===== src/rtl/seg_bin2bcd.sv =====
// rtl/seg_bin2bcd.sv - sequential shift-add-3 binary to packed BCD converter
// One shift per clock; results, leading-zero mask and overflow are published together.
module seg_bin2bcd #(
  parameter int WIDTH  = 16,
  parameter int DIGITS = 5
) (
  input  logic                  clk,
  input  logic                  rst,
  input  logic                  start,
  input  logic [WIDTH-1:0]      bin,
  output logic                  busy,
  output logic                  done,
  output logic [4*DIGITS-1:0]   bcd,
  output logic [DIGITS-1:0]     lz_mask,
  output logic                  ovf
);

  localparam int CW = $clog2(WIDTH + 1);

  typedef enum logic [1:0] {
    S_IDLE,
    S_SHIFT,
    S_FINISH
  } state_t;

  state_t              state_q;
  logic [WIDTH-1:0]    shreg_q;
  logic [4*DIGITS-1:0] acc_q;
  logic [4*DIGITS-1:0] acc_adj;
  logic [4*DIGITS-1:0] acc_d;
  logic [CW-1:0]       count_q;
  logic                ovf_sticky_q;
  logic                done_q;
  logic [4*DIGITS-1:0] bcd_q;
  logic [DIGITS-1:0]   lz_q;
  logic [DIGITS-1:0]   lz_d;
  logic                ovf_q;
  logic                all_zero;

  always_comb begin
    acc_adj = acc_q;
    for (int i = 0; i < DIGITS; i++) begin
      if (acc_q[4*i +: 4] >= 4'd5) begin
        acc_adj[4*i +: 4] = acc_q[4*i +: 4] + 4'd3;
      end
    end
    // The corrected top-digit MSB falls off here; it is what ovf_sticky_q records.
    acc_d = {acc_adj[4*DIGITS-2:0], shreg_q[WIDTH-1]};
  end

  always_comb begin
    lz_d     = '0;
    all_zero = 1'b1;
    for (int i = DIGITS - 1; i >= 1; i--) begin
      all_zero = all_zero & (acc_q[4*i +: 4] == 4'd0);
      lz_d[i]  = all_zero;
    end
  end

  always_ff @(posedge clk) begin
    if (rst) begin
      state_q      <= S_IDLE;
      shreg_q      <= '0;
      acc_q        <= '0;
      count_q      <= '0;
      ovf_sticky_q <= 1'b0;
      done_q       <= 1'b0;
      bcd_q        <= '0;
      lz_q         <= '0;
      ovf_q        <= 1'b0;
    end else begin
      done_q <= 1'b0;
      case (state_q)
        S_IDLE: begin
          if (start) begin
            shreg_q      <= bin;
            acc_q        <= '0;
            ovf_sticky_q <= 1'b0;
            count_q      <= CW'(WIDTH);
            state_q      <= S_SHIFT;
          end
        end
        S_SHIFT: begin
          acc_q        <= acc_d;
          shreg_q      <= {shreg_q[WIDTH-2:0], 1'b0};
          ovf_sticky_q <= ovf_sticky_q | acc_adj[4*DIGITS-1];
          count_q      <= count_q - CW'(1);
          if (count_q == CW'(1)) begin
            state_q <= S_FINISH;
          end
        end
        S_FINISH: begin
          bcd_q   <= acc_q;
          // A truncated value has no genuine leading zeros, so show every digit.
          lz_q    <= ovf_sticky_q ? '0 : lz_d;
          ovf_q   <= ovf_sticky_q;
          done_q  <= 1'b1;
          state_q <= S_IDLE;
        end
        default: state_q <= S_IDLE;
      endcase
    end
  end

  assign busy    = (state_q != S_IDLE);
  assign done    = done_q;
  assign bcd     = bcd_q;
  assign lz_mask = lz_q;
  assign ovf     = ovf_q;

endmodule


===== config.mk =====
export PLATFORM = sky130hd
export DESIGN_NAME = seg_bin2bcd
export DESIGN_NICKNAME = d
export VERILOG_FILES = /design/src/rtl/seg_bin2bcd.sv
export SDC_FILE = /design/constraint.sdc
export NUM_CORES = 1
export LEC_CHECK = 0
export CORE_UTILIZATION = 59
export DETAILED_ROUTE_END_ITERATION = 8
export PLACE_DENSITY = 0.85
export SETUP_SLACK_MARGIN = 0.5
export SLEW_MARGIN = 20
export SYNTH_ARGS = -nofsm -noshare
export SYNTH_HDL_FRONTEND = slang
export SYNTH_SLANG_ARGS = --single-unit

===== constraint.sdc =====
create_clock -name clk -period 2.9 [get_ports clk]
set_input_delay 0.58 -clock clk [delete_from_list [all_inputs] [get_ports clk]]
set_output_delay 0.58 -clock clk [all_outputs]
set_load 0.01 [all_outputs]

==> run summary <==
Nets - 477
Detailed Routing Iterations Pass 1 - 4
Worst Reg2Reg Path Length in Cells - 4
Synth top cells by count - 70 x dfxtp_1, 51 x nand2_1, 48 x a21oi_1
area leader, netlist - dfxtp_1
Final min period - 2.16 ns
Async S/R FF share, synth - 0
dpl cell area - 0.00391 mm2
Top FF cell, synth - dfxtp_1
CTS tree - yes
Layout Cells excl Fill - 517
gate count of the mapped netlist - 408
drt initial violations - 234
Post-Route WL - 7570 um
hold path depth - 2
# DRC - 0
vias in the first global route - 2861
Total GRT Usage - 0.265
CTS HTree Levels - 3
Vias/cell - 5.78
PostCTS Resize Cnt - 0
Netlist Area Pre-Place - 0.00349 mm2
synthesized net count - 443
Leakage - 1.40 nW
num rows - 27
Cell variety after synth - 46
fill cell count - 456
Worst slew margin - 0.598
initial antenna violation count - 0
Final Core Density - 0.729
fmax - 0.463 GHz
PnR Total Power - 1.96 mW
clk sinks - 70
routed length per instance - 14.6 um
insertion delay to the later sink of the worst-skew pair - 0.35 ns
starting density of the core - 0.622
Final ANT Viol Nets - 0
crit path max fanout - 8
first-pass GRT wire length - 12800 um
PnR worst setup slack - 0.742 ns
footprint of the multi-input gates - 0.00180 mm2
Inst Count DP - 503
root buffer cell - clkbuf_8
I/O Buffers - 45
RR Startpoint - state_q[0]$_SDFFE_PP0P_
register area share after synthesis - 0.401
hpwl dp - 5030 um
Mean Syn Cell Area - 8.56 um2
max cap viols - 0
GRT Residual Overflow - 0
final hold violations - 0
Tcrit/Tclk final - 0.744
ant diodes - 0
hold_buf cts - 0
Setup WS pre-CTS - 0.753 ns
Power Density - 479 mW/mm2
worst hold path type - flop to flop
Post-CTS Setup Inserts - 0
Area contributors post-synth - dfxtp_1 40%, a21oi_1 6.9%, ha_1 5.7%
FF+latch area - 0.00140 mm2
Critical Setup Path Class - flop to output pin
hold wc startpoint - bcd[18]$_SDFFE_PP0P_
number of flops mapped to enable cells by yosys - 0
final setup vio count - 0
core footprint - 0.00561 mm2
DIE AREA - 0.00623 mm2
Die W - 78.9 um
GP Congestion - 0.865
Fin Clk Skew - 0.00859 ns
Worst-Margin Slew - 0.602 ns
Max Buffers Root-to-Sink - 2
fin. max-slew vios - 0
#FFs+latches synth - 70
Clk pin slew, worst setup/hold paths - 0.07 ns
final instance area - 0.00409 mm2
CP arrival - 1.58 ns
Ports - 47
Setup TNS - 0 ns
die height - 78.9 um
Area Growth Syn to Fin - 17.1%
largest net degree at the start of global routing - 42
routed vias - 2988
worst hold slack - 0.454 ns
Setup crit start kind - flop
Num CTS Buffers - 9
Peak VDD IR - 373 uV
top cell type's share of synthesized area - 0.401
cell with the most instances after synthesis - dfxtp_1
status - completed
Worst Setup SP - state_q[0]$_SDFFE_PP0P_
fraction of layout cells with a size suffix above 1 - 0.108
Worst EP required - 2.32 ns
element type at the critical path end - output pin
Syn. warnings - 0
RSZ-0062 raised after global routing - no
cells in the final DEF, fill, tap and decap left out, drive strengths merged, types with 3 or more instances in the layout:
master and n:
a21oi 48, buf 10, clkbuf 13, clkdlybuf4s50 45
dfxtp 70, ha 16, inv 26, nand2 52
nand2b 7, nand3 22, nor2 21, nor2b 20
nor3b 6, nor4b 6, o2111ai 10, o211ai 12
o21a 5, o21ai 9, o221a 15, o31ai 4
xnor2 3
per-layer routing:
metal  part of all wire  vias to the layer above  global-route usage
met4              0.021                        0               0.149
met3              0.044                       18              0.0632
met2               0.49                       68               0.429
li1                   -                     1499                   -
met5                  0                        -                   0
met1               0.44                     1403               0.323
layout make-up:
| cell class | instances | area share |
|---|---|---|
| clock buffer | 13 | 0.0413 |
| clock inverter | 1 | 0.00122 |
| inverter | 26 | 0.0239 |
| multi-input combinational | 280 | 0.440 |
| sequential | 70 | 0.343 |
| tap | 72 | 0.0220 |
| timing repair buffer | 55 | 0.129 |
state kept, by name, summed over array words and instances (netlist names):
register	count
done	1
state_q	2
ovf	1
bcd	20
count_q	5
acc_q	20
shreg_q	16
lz_mask	4
ovf_sticky_q	1
worst max-delay path, stage by stage, from the launching register on:
cell,delay [ns]
dfxtp_1,0.52
or2_2,0.19
clkdlybuf4s50_1,0.53
cell families (layout without fill, tap and decap cells):
family / Yosys count / in the layout / synth area share
simple gates: 146 / 146 / 0.217
xor+xnor: 3 / 3 / 0.00753
mux: 1 / 1 / 0.00287
compound gates: 113 / 113 / 0.229
fa+ha+maj: 16 / 16 / 0.0573
flops: 70 / 70 / 0.401
buf+inv: 58 / 95 / 0.0835
other cells: 1 / 1 / 0.00107
report_power, final:
group	switching (mW)	total, mW	internal [mW]
logic	0.120	0.228	0.108
registers	0.0239	1.02	0.996
clock network	0.340	0.710	0.370
worst paths after layout:
path              slack, ns                      end
setup / recovery       0.74                     busy
hold / removal         0.45     bcd[18]$_SDFFE_PP0P_
setup reg to reg       1.10  count_q[4]$_SDFFE_PP0P_
hold reg to reg        0.45     bcd[18]$_SDFFE_PP0P_
(Power assumes the default switching activity.)
